File: src/rtl/fetch_stage_if.sv
// Fetch stage bus: instruction-memory port plus decode-side signals.
// master = fetch stage, slave = memory/decode environment.
interface fetch_stage_if;
  logic        npc_control;
  logic [31:0] jump_target_PC;
  logic [1:0]  wait_signal;
  logic        imem_rd_en;
  logic [31:0] imem_addr;
  logic [31:0] imem_rdata;
  logic [31:0] PC;
  logic [31:0] instruction;
  logic        inst_valid;

  modport master (
    input  npc_control,
    input  jump_target_PC,
    input  wait_signal,
    input  imem_rdata,
    output imem_rd_en,
    output imem_addr,
    output PC,
    output instruction,
    output inst_valid
  );

  modport slave (
    output npc_control,
    output jump_target_PC,
    output wait_signal,
    output imem_rdata,
    input  imem_rd_en,
    input  imem_addr,
    input  PC,
    input  instruction,
    input  inst_valid
  );
endinterface

File: src/rtl/fetch_stage.sv
// Instruction fetch: PC generation, 1-cycle imem reads,
// 2-entry return queue and IF/ID output register.
module fetch_stage #(
  parameter logic [31:0] RESET_PC = 32'h0000_0000,
  parameter logic [31:0] NOP_INST = 32'h0000_0013
) (
  input logic           clk,
  input logic           rst_n,
  fetch_stage_if.master bus
);

  typedef struct packed {
    logic [31:0] pc;
    logic [31:0] inst;
  } if_id_t;

  logic [31:0] fetch_pc;
  logic [31:0] inflight_pc;
  logic [31:0] tgt;
  logic        inflight;
  logic        stall;
  logic        redir;
  logic        issue;
  logic [1:0]  count;
  logic [2:0]  occ;
  logic        head;
  logic        tail;
  logic        push;
  logic        pop;
  logic        bypass;
  logic        out_valid;
  if_id_t      q [2];
  if_id_t      resp;
  if_id_t      out;

  assign stall = |bus.wait_signal;
  assign redir = bus.npc_control & ~stall;
  assign tgt   = {bus.jump_target_PC[31:2], 2'b00};

  // Queued plus in-flight words never exceed queue depth.
  assign occ   = {1'b0, count} + {2'b00, inflight};
  assign issue = rst_n & (redir | (occ < 3'd2));

  assign bus.imem_rd_en = issue;
  assign bus.imem_addr  = (rst_n & redir) ? tgt : fetch_pc;

  assign resp   = {inflight_pc, bus.imem_rdata};
  assign pop    = ~redir & ~stall & (count != 2'd0);
  assign push   = inflight & ~redir & (stall | (count != 2'd0));
  assign bypass = ~redir & ~stall & (count == 2'd0) & inflight;

  assign bus.PC          = out.pc;
  assign bus.instruction = out.inst;
  assign bus.inst_valid  = out_valid;

  always_ff @(posedge clk or negedge rst_n) begin
    if (!rst_n) begin
      fetch_pc    <= RESET_PC;
      inflight    <= 1'b0;
      inflight_pc <= RESET_PC;
    end else begin
      inflight <= issue;
      if (issue) begin
        fetch_pc    <= bus.imem_addr + 32'd4;
        inflight_pc <= bus.imem_addr;
      end
    end
  end

  always_ff @(posedge clk) begin
    if (push) q[tail] <= resp;
  end

  always_ff @(posedge clk or negedge rst_n) begin
    if (!rst_n) begin
      count     <= 2'd0;
      head      <= 1'b0;
      tail      <= 1'b0;
      out       <= '{pc: 32'd0, inst: NOP_INST};
      out_valid <= 1'b0;
    end else begin
      if (redir) begin
        count <= 2'd0;
        head  <= 1'b0;
        tail  <= 1'b0;
      end else begin
        count <= count + {1'b0, push} - {1'b0, pop};
        head  <= head ^ pop;
        tail  <= tail ^ push;
      end
      unique case (1'b1)
        redir: begin
          out.inst  <= NOP_INST;
          out_valid <= 1'b0;
        end
        stall: begin
        end
        pop: begin
          out       <= q[head];
          out_valid <= 1'b1;
        end
        bypass: begin
          out       <= resp;
          out_valid <= 1'b1;
        end
        default: begin
          out.inst  <= NOP_INST;
          out_valid <= 1'b0;
        end
      endcase
    end
  end

endmodule

File: src/flat_wrapper.sv
// flat-port wrapper written by rule: the top's interface ports become plain ports
module fetch_stage_flat 
#(
  parameter logic [31:0] RESET_PC = 32'h0000_0000,
  parameter logic [31:0] NOP_INST = 32'h0000_0013
)
  (clk, rst_n, bus_npc_control, bus_jump_target_PC, bus_wait_signal, bus_imem_rdata, bus_imem_rd_en, bus_imem_addr, bus_PC, bus_instruction, bus_inst_valid);
  fetch_stage_if bus_i ();
  input logic clk;
  input logic rst_n;
  input wire logic [$bits(bus_i.npc_control)-1:0] bus_npc_control;
  input wire logic [$bits(bus_i.jump_target_PC)-1:0] bus_jump_target_PC;
  input wire logic [$bits(bus_i.wait_signal)-1:0] bus_wait_signal;
  input wire logic [$bits(bus_i.imem_rdata)-1:0] bus_imem_rdata;
  output wire logic [$bits(bus_i.imem_rd_en)-1:0] bus_imem_rd_en;
  output wire logic [$bits(bus_i.imem_addr)-1:0] bus_imem_addr;
  output wire logic [$bits(bus_i.PC)-1:0] bus_PC;
  output wire logic [$bits(bus_i.instruction)-1:0] bus_instruction;
  output wire logic [$bits(bus_i.inst_valid)-1:0] bus_inst_valid;
  assign bus_i.npc_control = bus_npc_control;
  assign bus_i.jump_target_PC = bus_jump_target_PC;
  assign bus_i.wait_signal = bus_wait_signal;
  assign bus_i.imem_rdata = bus_imem_rdata;
  assign bus_imem_rd_en = bus_i.imem_rd_en;
  assign bus_imem_addr = bus_i.imem_addr;
  assign bus_PC = bus_i.PC;
  assign bus_instruction = bus_i.instruction;
  assign bus_inst_valid = bus_i.inst_valid;
  fetch_stage #(.RESET_PC(RESET_PC), .NOP_INST(NOP_INST)) u_core (.clk(clk), .rst_n(rst_n), .bus(bus_i));
endmodule
File: config.mk
export PLATFORM = sky130hd
export DESIGN_NAME = fetch_stage_flat
export DESIGN_NICKNAME = d
export VERILOG_FILES = /design/src/rtl/fetch_stage_if.sv /design/src/rtl/fetch_stage.sv /design/src/flat_wrapper.sv
export SDC_FILE = /design/constraint.sdc
export NUM_CORES = 1
export LEC_CHECK = 0
export CAP_MARGIN = 10
export CORE_MARGIN = 1
export CORE_UTILIZATION = 45
export CTS_CLUSTER_DIAMETER = 80
export DETAILED_ROUTE_END_ITERATION = 10
export GPL_TIMING_DRIVEN = 0
export PLACE_DENSITY = 0.68
export SLEW_MARGIN = 10
export SYNTH_ARGS = -nofsm -noshare
export SYNTH_HDL_FRONTEND = slang
export SYNTH_SLANG_ARGS = --single-unit
File: constraint.sdc
create_clock -name clk -period 3.6 [get_ports clk]
set_input_delay 0.9 -clock clk [delete_from_list [all_inputs] [get_ports clk]]
set_output_delay 0.9 -clock clk [all_outputs]
set_load 0.01 [all_outputs]
[Word level (Yosys, flattened, before mapping)]
Memories as Yosys holds them, arrays and structs flattened.
Cells that the tools add are included.
Operators by class
  add/subtract/negate cells: 4
  $mul: 0
  divide/modulo/power cells: 0
  magnitude comparators: 1
  eq/ne operators: 0
  shifts and indexed selects: 0
  multiplexer cells: 9
  bitwise operators: 15
  reduce and logical (&&, ||, !) cells: 5
Operator list (number)
  32-bit case mux with 3 select lines: 1
  32-bit case mux with 2 select lines: 1
  32-bit by 3-bit adder with 32-bit output (second input constant): 1
  32-bit 2-to-1 mux: 1
  1-bit AND: 9
  1-bit 2-to-1 mux: 4
  2-bit nonzero test: 2
  2-bit OR reduction: 2
  2-bit by 1-bit adder with 3-bit output: 1
  3-bit by 2-bit < comparator with 1-bit output (second input constant): 1
  2-bit by 1-bit adder with 2-bit output: 1
  2-bit logical NOT: 1
  2-bit 2-to-1 mux: 1
  1-bit inverter: 2
  1-bit bitwise OR: 2
  1-bit case mux with 2 select lines: 1
  2-bit by 1-bit subtractor with 2-bit output: 1
  1-bit bitwise XOR: 2
Word-level totals
  flip-flop bits (word level): 134
  latch bits: 0
  bits in writable memories: 128
  memory bits (read-only): 0
  input bits: 69
  output and inout bits: 98
  memories: 1
Memory list
  u_core.q: depth 2, bits a word 64, read ports 1, clocked after Yosys merged registers in 0, wr ports 1, RTL line fetch_stage.sv:32  | if_id_t q [2];

[Logic depth before layout (Yosys ltp)]
  depth after elaboration: 9
  mapped depth: 11
  mapped depth without buffers: 9

[Least setup slack after synthesis]
No wires, ideal clock.
  path kind: input -> register
  start point: input port bus_npc_control
  end point: memory u_core.q[1][0] (netlist name), enable pin
  setup time: 0.429 ns
  arrival time: 3.249 ns
  slack: -0.078 ns
  cell stages on the path: 4
  buffers on the path: 1
  cells stage by stage: o21bai_1 clkbuf_1 a21boi_0 ha_1
Between the ends
  cells in the longest elaborated chain, start to end: 6
Ends and longest elaborated chain
  from (decl): RTL line flat_wrapper.sv:11  | input wire logic [$bits(bus_i.npc_control)-1:0] bus_npc_control;
  1-bit AND: RTL line fetch_stage.sv:37  | assign redir = bus.npc_control & ~stall;
  1-bit inverter: RTL line fetch_stage.sv:49  | assign push = inflight & ~redir & (stall | (count != 2'd0));
  1-bit AND (2 in a row): RTL line fetch_stage.sv:49
  1-bit 2-to-1 mux: RTL line fetch_stage.sv:71  | if (push) q[tail] <= resp;
  1-bit 2-to-1 mux (not written as such): RTL line fetch_stage.sv:71
  to (decl): RTL line fetch_stage.sv:32
Every way passes these cells.

[Worst setup path in the final report]
  start point: input port bus_wait_signal[0]
  end point: output port bus_imem_addr[14]
Between the ends
  cells in the longest elaborated chain, start to end: 5
Ends and longest elaborated chain
  from (decl): RTL line flat_wrapper.sv:13  | input wire logic [$bits(bus_i.wait_signal)-1:0] bus_wait_signal;
  2-bit OR reduction: RTL line fetch_stage.sv:36  | assign stall = |bus.wait_signal;
  1-bit inverter (no line)
  1-bit AND: RTL line fetch_stage.sv:37
  1-bit AND: RTL line fetch_stage.sv:45  | assign bus.imem_addr = (rst_n & redir) ? tgt : fetch_pc;
  32-bit 2-to-1 mux: RTL line fetch_stage.sv:45
  to (decl): RTL line flat_wrapper.sv:16  | output wire logic [$bits(bus_i.imem_addr)-1:0] bus_imem_addr;
Every way passes these cells.

==> key figures <==
Floorplanning
  • Number of rows in the core area: 57
  • Floorplan core area: about 24000 um^2
  • Initial core utilization: 0.459
  • Die Y: 159 um
  • Horizontal die dimension: about 160 um
  • DIE AREA: around 25000 um^2
  • Count of boundary I/O pins: about 170

GRT
  • Antenna violations before repair: 0
  • Number of global-route vias before repair: slightly above 8000
  • Total routing resource utilization after global routing: 0.247
  • Largest net degree at the start of global routing: 47
  • Overflow left after global routing: 0
  • Global-route wire length before repair: 48600 um

Layout
  • Number of diodes: 0
  • Synthesis-to-finish area growth: 33.0%
  • Layout net count: about 1200
  • Fraction of layout instances using a drive strength above 1: 0.112
  • Final core occ: 0.610

Clocking
  • Maximum clock path buffer count: 3
  • Master cell of the clock root buffer: sky130_fd_sc_hd__clkbuf_16
  • Clk pin slew, worst setup/hold paths: approximately 0.060 ns
  • Sink count of the clock tree: 260
  • TritonCTS Buffers: 27
  • Clock tree from TritonCTS: done
  • Hold-fix buffers at CTS: 0
  • Count of H-tree levels built during CTS: 1
  • Skew-Pair Late Insertion Delay: approximately 0.55 ns

Timing
  • Actual transition at the worst max-transition pin: roughly 1.0 ns
  • Setup skew after layout: around 0.0088 ns
  • Worst slew margin: 0.308
  • Number of setup violations in the final report: 0
  • Maximum operating frequency: 280 MHz
  • Total count of hold-check failures in the final report: 0
  • Final Hold Slack: roughly 0.19 ns
  • Share of the cycle needed by the critical path after routing: 0.990
  • Min Clock Period, post-route: 3.57 ns
  • Final count of pins violating max slew: 0

Yosys
  • Area leader, netlist: sky130_fd_sc_hd__edfxtp_1
  • Cell types with the highest counts after synthesis: 129 x sky130_fd_sc_hd__dfrtp_1, 128 x sky130_fd_sc_hd__edfxtp_1, 86 x sky130_fd_sc_hd__mux2i_1
  • Yosys reg bits: 260
  • Sequential fraction of the synthesis area: 0.641
  • Async SR Flop Fraction: 0.508
  • Most used flip-flop cell after synthesis: sky130_fd_sc_hd__dfrtp_1
  • Most repeated cell in the gate-level netlist after synthesis: sky130_fd_sc_hd__dfrtp_1
  • Number of instances in the synthesized netlist: between 800 and 900
  • Top cells by area, synth: sky130_fd_sc_hd__edfxtp_1 34%, sky130_fd_sc_hd__dfrtp_1 29%, sky130_fd_sc_hd__mux2i_1 7.7%
  • Share of Yosys cell area claimed by the top area cell type: 0.344
  • Average footprint of a synthesized cell: around 13 um^2
  • Number of enable flip-flop cells after synthesis: approximately 130
  • Synthesized Nets: 960
  • Count of unique library cells instantiated by Yosys: 57
  • Cell area after technology mapping: between 10000 and 15000 um^2
  • Syn. warnings: 0

Drt
  • Vias per Instance: approximately 5.8
  • Via total after detailed routing: approximately 8400
  • ANT nets after route: 0
  • DRT iter0 DRCs: 711
  • DRT Wirelength: 31200 um
  • Number of search-and-repair iterations in the first detailed-routing pass: 5
  • DRC Markers: 0
  • Post-detailed-route wirelength per cell: about 21 um

Place
  • Count of buffers from port buffering: approximately 160
  • Placer Congestion: around 0.93
  • Sum of net half-perimeters after detailed placement: slightly above 20000 um

Pwr
  • Power per unit of standard cell area: 763 nW/um^2
  • Maximum ir drop on the vdd rail: just over 0.4 mV
  • Reported leakage power: 5.70 nW

Setup path
  • Data arrival time of the critical path: about 2.7 ns
  • CP endpoint kind: primary output
  • Highest net fanout along the worst path: 6
  • Critical path launch point type: input pin
  • Kind of critical path: in2out
  • Required time of the critical path: ~2.7 ns

Min path
  • Path type of the worst min-delay path: in2async

Status
  • Outcome: finished, final reports clean

Run
  • # Max-Cap Violations: 0
[worst paths after layout]
check	startpoint	to	slack, ns	cells past startpoint
min	rst_n	u_core.fetch_pc[26]	0.19	1
min in group clk	u_core.bus.inst_valid	u_core.bus.inst_valid	0.48	2
min reg2reg	u_core.bus.inst_valid	u_core.bus.inst_valid	0.48	2
max in group asynchronous	rst_n	u_core.inflight_pc[6]	2.80	2
max reg2reg	u_core.count[0]	u_core.bus.PC[22]	0.40	7
max	bus_wait_signal[0]	bus_imem_addr[14]	0.03	6
[area by class of cell]
cell class                 instances  area [um^2]
clock buffer                      39          772
clock inverter                    11          100
sequential                       260         7150
multi-input combinational        542         3920
timing repair buffer             196         2080
fill                            1920         9480
inverter                          30          115
tap                              324          405
buffer                            50          292
[cells in the final DEF, fill, tap and decap left out, types with 4 or more instances in the layout]
cell and instances:
sky130_fd_sc_hd__a21oi_1 38, sky130_fd_sc_hd__a221o_1 62, sky130_fd_sc_hd__and2_1 10, sky130_fd_sc_hd__and3_1 10, sky130_fd_sc_hd__and4_1 5, sky130_fd_sc_hd__buf_1 8
sky130_fd_sc_hd__buf_12 5, sky130_fd_sc_hd__buf_4 23, sky130_fd_sc_hd__bufbuf_16 6, sky130_fd_sc_hd__clkbuf_1 41, sky130_fd_sc_hd__clkbuf_16 29, sky130_fd_sc_hd__clkdlybuf4s50_1 135
sky130_fd_sc_hd__clkinv_2 5, sky130_fd_sc_hd__dfrtp_1 129, sky130_fd_sc_hd__dlygate4sd2_1 17, sky130_fd_sc_hd__edfxtp_1 128, sky130_fd_sc_hd__inv_1 29, sky130_fd_sc_hd__mux2_2 6
sky130_fd_sc_hd__mux2i_1 71, sky130_fd_sc_hd__mux2i_4 13, sky130_fd_sc_hd__nand2_1 68, sky130_fd_sc_hd__nand3_1 14, sky130_fd_sc_hd__nand4_1 20, sky130_fd_sc_hd__nor2_1 83
sky130_fd_sc_hd__nor3_1 35, sky130_fd_sc_hd__nor4_1 7, sky130_fd_sc_hd__o21a_1 6, sky130_fd_sc_hd__o21ai_0 11, sky130_fd_sc_hd__o22a_1 4, sky130_fd_sc_hd__o31ai_1 7
sky130_fd_sc_hd__or4_1 4, sky130_fd_sc_hd__xnor2_1 18
[repair_timing]
item | CTS | global route
pin swaps | 1 | 0
cloned | 6 | 1
gates resized for setup | 103 | 12
buffers inserted | 20 | 3
setup endpoints to repair | 57 | 13
[state kept, by name, indices dropped and copies added (netlist names)]
signal,flops
u_core.q,128
u_core.bus.PC,32
u_core.bus.instruction,32
u_core.inflight_pc,32
u_core.fetch_pc,30
u_core.count,2
u_core.bus.inst_valid,1
u_core.head,1
u_core.inflight,1
u_core.tail,1
[metrics by stage]
step	setup TNS, ns	power, mW	instances	area, um^2	worst slack, ns
after floorplan	-9.96	6.70	886	11200	-0.0778
after global placement	-1408.64	8.38	1374	13200	-7.26
after detailed placement	-122.73	8.50	1377	13300	-1.81
after CTS	-0.190	11.4	1451	14800	-0.0694
after global routing	-0.00786	11.9	1452	14800	-0.00735
final	0	11.3	1452	14800	0.0349
[cells by family after synthesis]
logic type	Yosys count	synth area share
DFF	260	0.641
buffers and inverters	84	0.0298
and+or+nand+nor	268	0.115
AOI/OAI and AO/OA	159	0.111
muxes	92	0.0832
adders and majority gates	5	0.00561
xor gates and xnor gates	18	0.0141
[power by group]
part           internal (mW)  switching (mW)  leakage [nW]
Combinational           1.84            1.94          2.53
Clock                   1.57            1.15         0.431
Sequential              4.19           0.630          2.75
[layer usage]
metal  vias to the layer above  track usage  wire [um]  part of all wire
met4                         0       0.0730        752             0.024
met3                        57       0.0378       2150             0.069
met2                       345        0.398      14800              0.47
met1                      4201        0.347      13500              0.43
met5                         -            0          0                 0
li1                       3784            -          -                 -
[worst max-delay path, stage by stage]
cell                              delay [ns]
sky130_fd_sc_hd__clkdlybuf4s15_2        0.24
sky130_fd_sc_hd__and4bb_4               0.36
sky130_fd_sc_hd__buf_12                 0.15
sky130_fd_sc_hd__mux2i_4                0.33
sky130_fd_sc_hd__inv_1                  0.16
sky130_fd_sc_hd__clkdlybuf4s50_1        0.51
Note: power is estimated with default switching activity, not from simulation.
